`config.mk`:
```
export PLATFORM = sky130hd
export DESIGN_NAME = wb_stage
export DESIGN_NICKNAME = d
export VERILOG_FILES = /design/src/rtl/wb_stage_pkg.sv /design/src/rtl/wb_stage.sv
export SDC_FILE = /design/constraint.sdc
export NUM_CORES = 1
export LEC_CHECK = 0
export CAP_MARGIN = 15
export CORE_AREA = 3 3 129 131
export DETAILED_ROUTE_END_ITERATION = 8
export DIE_AREA = 0 0 132 134
export DONT_BUFFER_PORTS = 1
export HOLD_SLACK_MARGIN = 0.03
export PLACE_DENSITY = 0.49
export SYNTH_ARGS = -nofsm -noshare
export SYNTH_HDL_FRONTEND = slang
export SYNTH_SLANG_ARGS = --single-unit
```
`constraint.sdc`:
```
create_clock -name clk -period 3.26 [get_ports clk]
set_clock_uncertainty 0.1 [all_clocks]
set_input_delay 0.652 -clock clk [delete_from_list [all_inputs] [get_ports clk]]
set_output_delay 0.652 -clock clk [all_outputs]
set_load 0.02 [all_outputs]
```
`src/rtl/wb_stage_pkg.sv`:
```
// Shared definitions for the write-back stage: opcode map, commit-slot layout
// and the rd-write decode.
package wb_stage_pkg;

  localparam logic [6:0] LOAD     = 7'b0000011;
  localparam logic [6:0] STORE    = 7'b0100011;
  localparam logic [6:0] OP       = 7'b0110011;
  localparam logic [6:0] OP_IMM   = 7'b0010011;
  localparam logic [6:0] LUI      = 7'b0110111;
  localparam logic [6:0] AUIPC    = 7'b0010111;
  localparam logic [6:0] JAL      = 7'b1101111;
  localparam logic [6:0] JALR     = 7'b1100111;
  localparam logic [6:0] BRANCH   = 7'b1100011;
  localparam logic [6:0] MISC_MEM = 7'b0001111;
  localparam logic [6:0] SYSTEM   = 7'b1110011;

  typedef struct packed {
    logic        valid;
    logic        wr;
    logic [4:0]  rd;
    logic [31:0] data;
    logic        illegal;
  } wb_slot_t;

  function automatic bit writes_rd(input logic [6:0] opc);
    case (opc)
      LOAD, OP, OP_IMM, LUI, AUIPC, JAL, JALR: return 1'b1;
      default:                                 return 1'b0;
    endcase
  endfunction

  function automatic bit is_known(input logic [6:0] opc);
    case (opc)
      STORE, BRANCH, MISC_MEM, SYSTEM: return 1'b1;
      default:                         return writes_rd(opc);
    endcase
  endfunction

endpackage

```
`src/rtl/wb_stage.sv`:
```
// Write-back stage: one-entry commit slot, shared RF write port arbitration
// against debug writes, forwarding view and retired-instruction counter.
module wb_stage
  import wb_stage_pkg::*;
#(
  parameter int INSTRET_W = 64,
  parameter bit DBG_PRIO  = 1'b1
) (
  input  logic                 clk,
  input  logic                 rstn_i,
  input  logic                 halt_i,
  input  logic                 valid_i,
  output logic                 ack_o,
  input  logic [31:0]          instr_i,
  input  logic [31:0]          data_i,
  output logic                 rf_we_o,
  output logic [4:0]           rf_waddr_o,
  output logic [31:0]          rf_wdata_o,
  input  logic                 dbg_we_i,
  input  logic [4:0]           dbg_addr_i,
  input  logic [31:0]          dbg_data_i,
  output logic                 dbg_ack_o,
  output logic                 fwd_valid_o,
  output logic [4:0]           fwd_rd_o,
  output logic [31:0]          fwd_data_o,
  output logic                 retire_o,
  output logic                 illegal_o,
  output logic [INSTRET_W-1:0] instret_o
);

  wb_slot_t             slot;
  logic [INSTRET_W-1:0] instret;
  logic                 run, port_busy, dbg_go, commit, accept;
  logic [6:0]           opc;
  logic [4:0]           rd;
  logic                 unused_instr;

  assign opc          = instr_i[6:0];
  assign rd           = instr_i[11:7];
  assign unused_instr = ^instr_i[31:12];

  // Combinational outputs are gated by reset so the block is silent while held.
  assign run       = rstn_i & ~halt_i;
  assign port_busy = slot.valid & slot.wr;
  assign dbg_go    = run & dbg_we_i & (~port_busy | DBG_PRIO);
  assign commit    = run & slot.valid & (~slot.wr | ~dbg_we_i | ~DBG_PRIO);
  assign accept    = run & valid_i & (~slot.valid | commit);

  assign ack_o       = accept;
  assign dbg_ack_o   = dbg_go;
  assign retire_o    = commit & ~slot.illegal;
  assign illegal_o   = commit & slot.illegal;
  assign fwd_valid_o = port_busy;
  assign fwd_rd_o    = slot.rd;
  assign fwd_data_o  = slot.data;
  assign instret_o   = instret;

  // dbg_go and a writing commit are mutually exclusive by construction.
  always_comb begin
    rf_we_o    = 1'b0;
    rf_waddr_o = '0;
    rf_wdata_o = '0;
    if (dbg_go) begin
      rf_we_o    = |dbg_addr_i;
      rf_waddr_o = dbg_addr_i;
      rf_wdata_o = dbg_data_i;
    end else if (commit & slot.wr) begin
      rf_we_o    = 1'b1;
      rf_waddr_o = slot.rd;
      rf_wdata_o = slot.data;
    end
  end

  always_ff @(posedge clk or negedge rstn_i) begin
    if (!rstn_i) begin
      slot    <= '0;
      instret <= '0;
    end else begin
      if (accept) begin
        slot.valid   <= 1'b1;
        slot.wr      <= writes_rd(opc) & (|rd);
        slot.rd      <= rd;
        slot.data    <= data_i;
        slot.illegal <= ~is_known(opc);
      end else if (commit) begin
        slot.valid <= 1'b0;
      end
      if (retire_o) instret <= instret + 1'b1;
    end
  end

endmodule

```
==> impl_metrics.csv <==
group,metric,value,unit
final_layout,n_antenna_cell,0,
route,drt_first_pass_iters,4,
sta,holdWs,0.143,ns
cts,clk_pin_slew,0.07,ns
power,p_leak,2.77,nW
route,drc,0,
synthesis,async_flop_share,100,%
global_route,grt_max_degree,105,
critical_path,required,2.51,ns
critical_path,worstPathArrival,2.04,ns
power,power,2.82,mW
placed_design,place_ws,0.498,ns
floorplanning,row_count,46,
route,vias,3846,
synthesis,netlist_top_cells_area,"dfrtp_1 (48%), nand2_1 (8.6%), xor2_1 (7.6%)",
global_route,first_global_vias,3946,
global_route,grt_pass1_wl,23300,microns
critical_path,ff2ff_path_depth,5,
floorplanning,die_area,17700,sq um
sta,finalHoldViolations,0,
route,wl_per_cell,20.0,microns
synthesis,syn_area,5440,sq um
min_path,hp-class,"in -> async",
final_layout,finalInstanceArea,5670,sq um
sta,worst_pin_slew,0.654,ns
global_route,globalRouteOverflowTotal,0,
synthesis,synth_edf_count,0,
cts,h-tree-depth,3,
synthesis,netlist_instances,560,
placed_design,dpl.cell_count,724,
synthesis,yosys_warnings,0,
sta,max_freq,0.358,GHz
synthesis,synth-main-ff-cell,"dfrtp_1",
synthesis,syn-num-nets,667,
placed_design,hpwl,10900,microns
synthesis,synth_most_common_cell,"nand2_1",
global_route,antenna_found_initial,0,
cts,root_buffer,"clkbuf_16",
cts,clock_path_buffers,2,
sta,tns,0,ns
critical_path,path_max_fanout,18,
synthesis,synthTopCellsByCount,"nand2_1 (125), dfrtp_1 (104), xor2_1 (47)",
cts,insertion_delay,0.35,ns
cts,cts_sinks,104,
sta,finalCriticalPeriod,2.79,ns
critical_path,end_kind,"output pin",
power,power_density,497,nW/um^2
cts,tritoncts,"done",
floorplanning,ios,250,
critical_path,critPathKind,"in -> out",
flow_run,drv_cap,0,
sta,rsz0062_at_grt,"no",
final_layout,area_growth,4.32,%
synthesis,ys_ff_latch,104,
placed_design,gp_congestion,0.813,
route,ant_nets,0,
global_route,gr-usage-all-layers,16.8,%
floorplanning,start_util,34.6,%
sta,slew_headroom,56.3,%
synthesis,synth_cell_types,45,
route,wl,14800,microns
floorplanning,core,15700,sq um
floorplanning,dieWidth,132,microns
synthesis,seq_area_frac_synth,47.8,%
cts,cts_buffers,9,
route,drt_iter0_markers,222,
synthesis,synth_top_area_share,47.8,%
final_layout,drive_gt1_share,8.97,%
final_layout,final_util,36.1,%
floorplanning,die_y,134,microns
sta,finalSetupViolations,0,
status,status,"finished, final reports clean",
critical_path,start_kind,"input port",
synthesis,yosysTopAreaCell,"dfrtp_1",
cts,ctsResizeCount,0,
power,vdd_ir_drop_max,299,uV
sta,fin_crit_sh,85.6,%
placed_design,io_buffers,0,
route,viasPerCell,5.20,
sta,final_max_slew_viol_count,0,
placed_design,place_area,5390,sq um
synthesis,synth.avg_cell_area,9.71,sq um
sta,setup_ws,0.468,ns
final_layout,fin_nets,627,
final_layout,final_cells,740,
placed cells by master (no fill, tap or decap), types with 2 or more instances in the layout:
cell / synthesis / routed
nand2_1: 125 / 125
a21oi_1: 3 / 3
a22o_1: 38 / 38
clkinv_2: 0 / 3
nor2b_1: 2 / 2
nor4b_2: 4 / 4
xor2_1: 47 / 47
nor3_1: 22 / 21
nor2_1: 26 / 26
clkbuf_1: 13 / 2
or4_1: 2 / 2
buf_4: 37 / 6
nor3_2: 2 / 3
nor2_2: 2 / 2
nand4_2: 2 / 2
and2_1: 5 / 4
o21ai_0: 3 / 3
and4_1: 6 / 6
nor4_1: 7 / 7
nor4_2: 5 / 5
mux2_2: 5 / 5
nand4_4: 2 / 2
nand3_1: 24 / 24
clkbuf_16: 0 / 9
xnor2_1: 16 / 16
inv_1: 12 / 12
nand2b_1: 2 / 2
dfrtp_1: 104 / 104
and3_1: 10 / 10
nand4_1: 13 / 13
metal layers:
layer	GRT usage [%]	wire (microns)	vias to the layer above	part of all wire, %
met1	19.4	5830	1849	39
met2	27.2	6960	181	47
met5	0	0	-	0
li1	-	-	1790	-
met3	6.75	1470	26	9.9
met4	8.28	517	0	3.5
sequential cells by signal (all words and copies together) (netlist names):
| name | flops |
|---|---|
| fwd_rd_o | 5 |
| instret_o | 64 |
| slot | 3 |
| fwd_data_o | 32 |
critical path, cell delays in order:
cell,delay [ns]
and2b_1,0.28
and2_2,0.47
buf_4,0.32
a22o_1,0.30
timing repair:
item | in CTS | in global routing
setup buffers | 0 | 0
hold endpoints to repair | 104 | 0
hold buffers | 1 | 0
setup endpoints to repair | 0 | 0
power breakdown:
part | total (mW) | switching (mW) | leakage (nW) | internal, mW
clock | 0.984 | 0.473 | 0.125 | 0.511
sequential | 1.62 | 0.238 | 1.35 | 1.39
combinational | 0.209 | 0.130 | 1.29 | 0.0788
total | 2.82 | 0.841 | 2.77 | 1.98
cells by family after synthesis:
| group | share of synthesized area [%] |
|---|---|
| AND/OR/NAND/NOR | 26.1 |
| flip-flops | 47.8 |
| buffers and inverters | 7.68 |
| XOR/XNOR | 10.1 |
| AO/OA/AOI/OAI | 6.97 |
| multiplexers | 1.04 |
| adder cells (fa/ha/maj) | 0.230 |
worst paths after layout:
check | startpoint | slack [ns] | to
max | halt_i | 0.47 | rf_wdata_o[23]
min | rstn_i | 0.14 | instret_o[59]
max reg2reg | instret_o[3] | 0.79 | instret_o[47]
min reg2reg | slot[38] | 0.48 | slot[38]
max in group asynchronous | rstn_i | 2.51 | fwd_data_o[13]
min in group clk | data_i[3] | 0.31 | fwd_data_o[3]
final cells by class:
class	count	area, sq um
multi-input cells	385	2420
fillers	1619	10000
flip-flops and latches	104	2600
clock buffers	11	233
inverters	13	48.8
repair buffers	7	72.6
clock inverters	4	22.5
well taps	216	270
No activity file was read; power rests on OpenSTA's default activity.
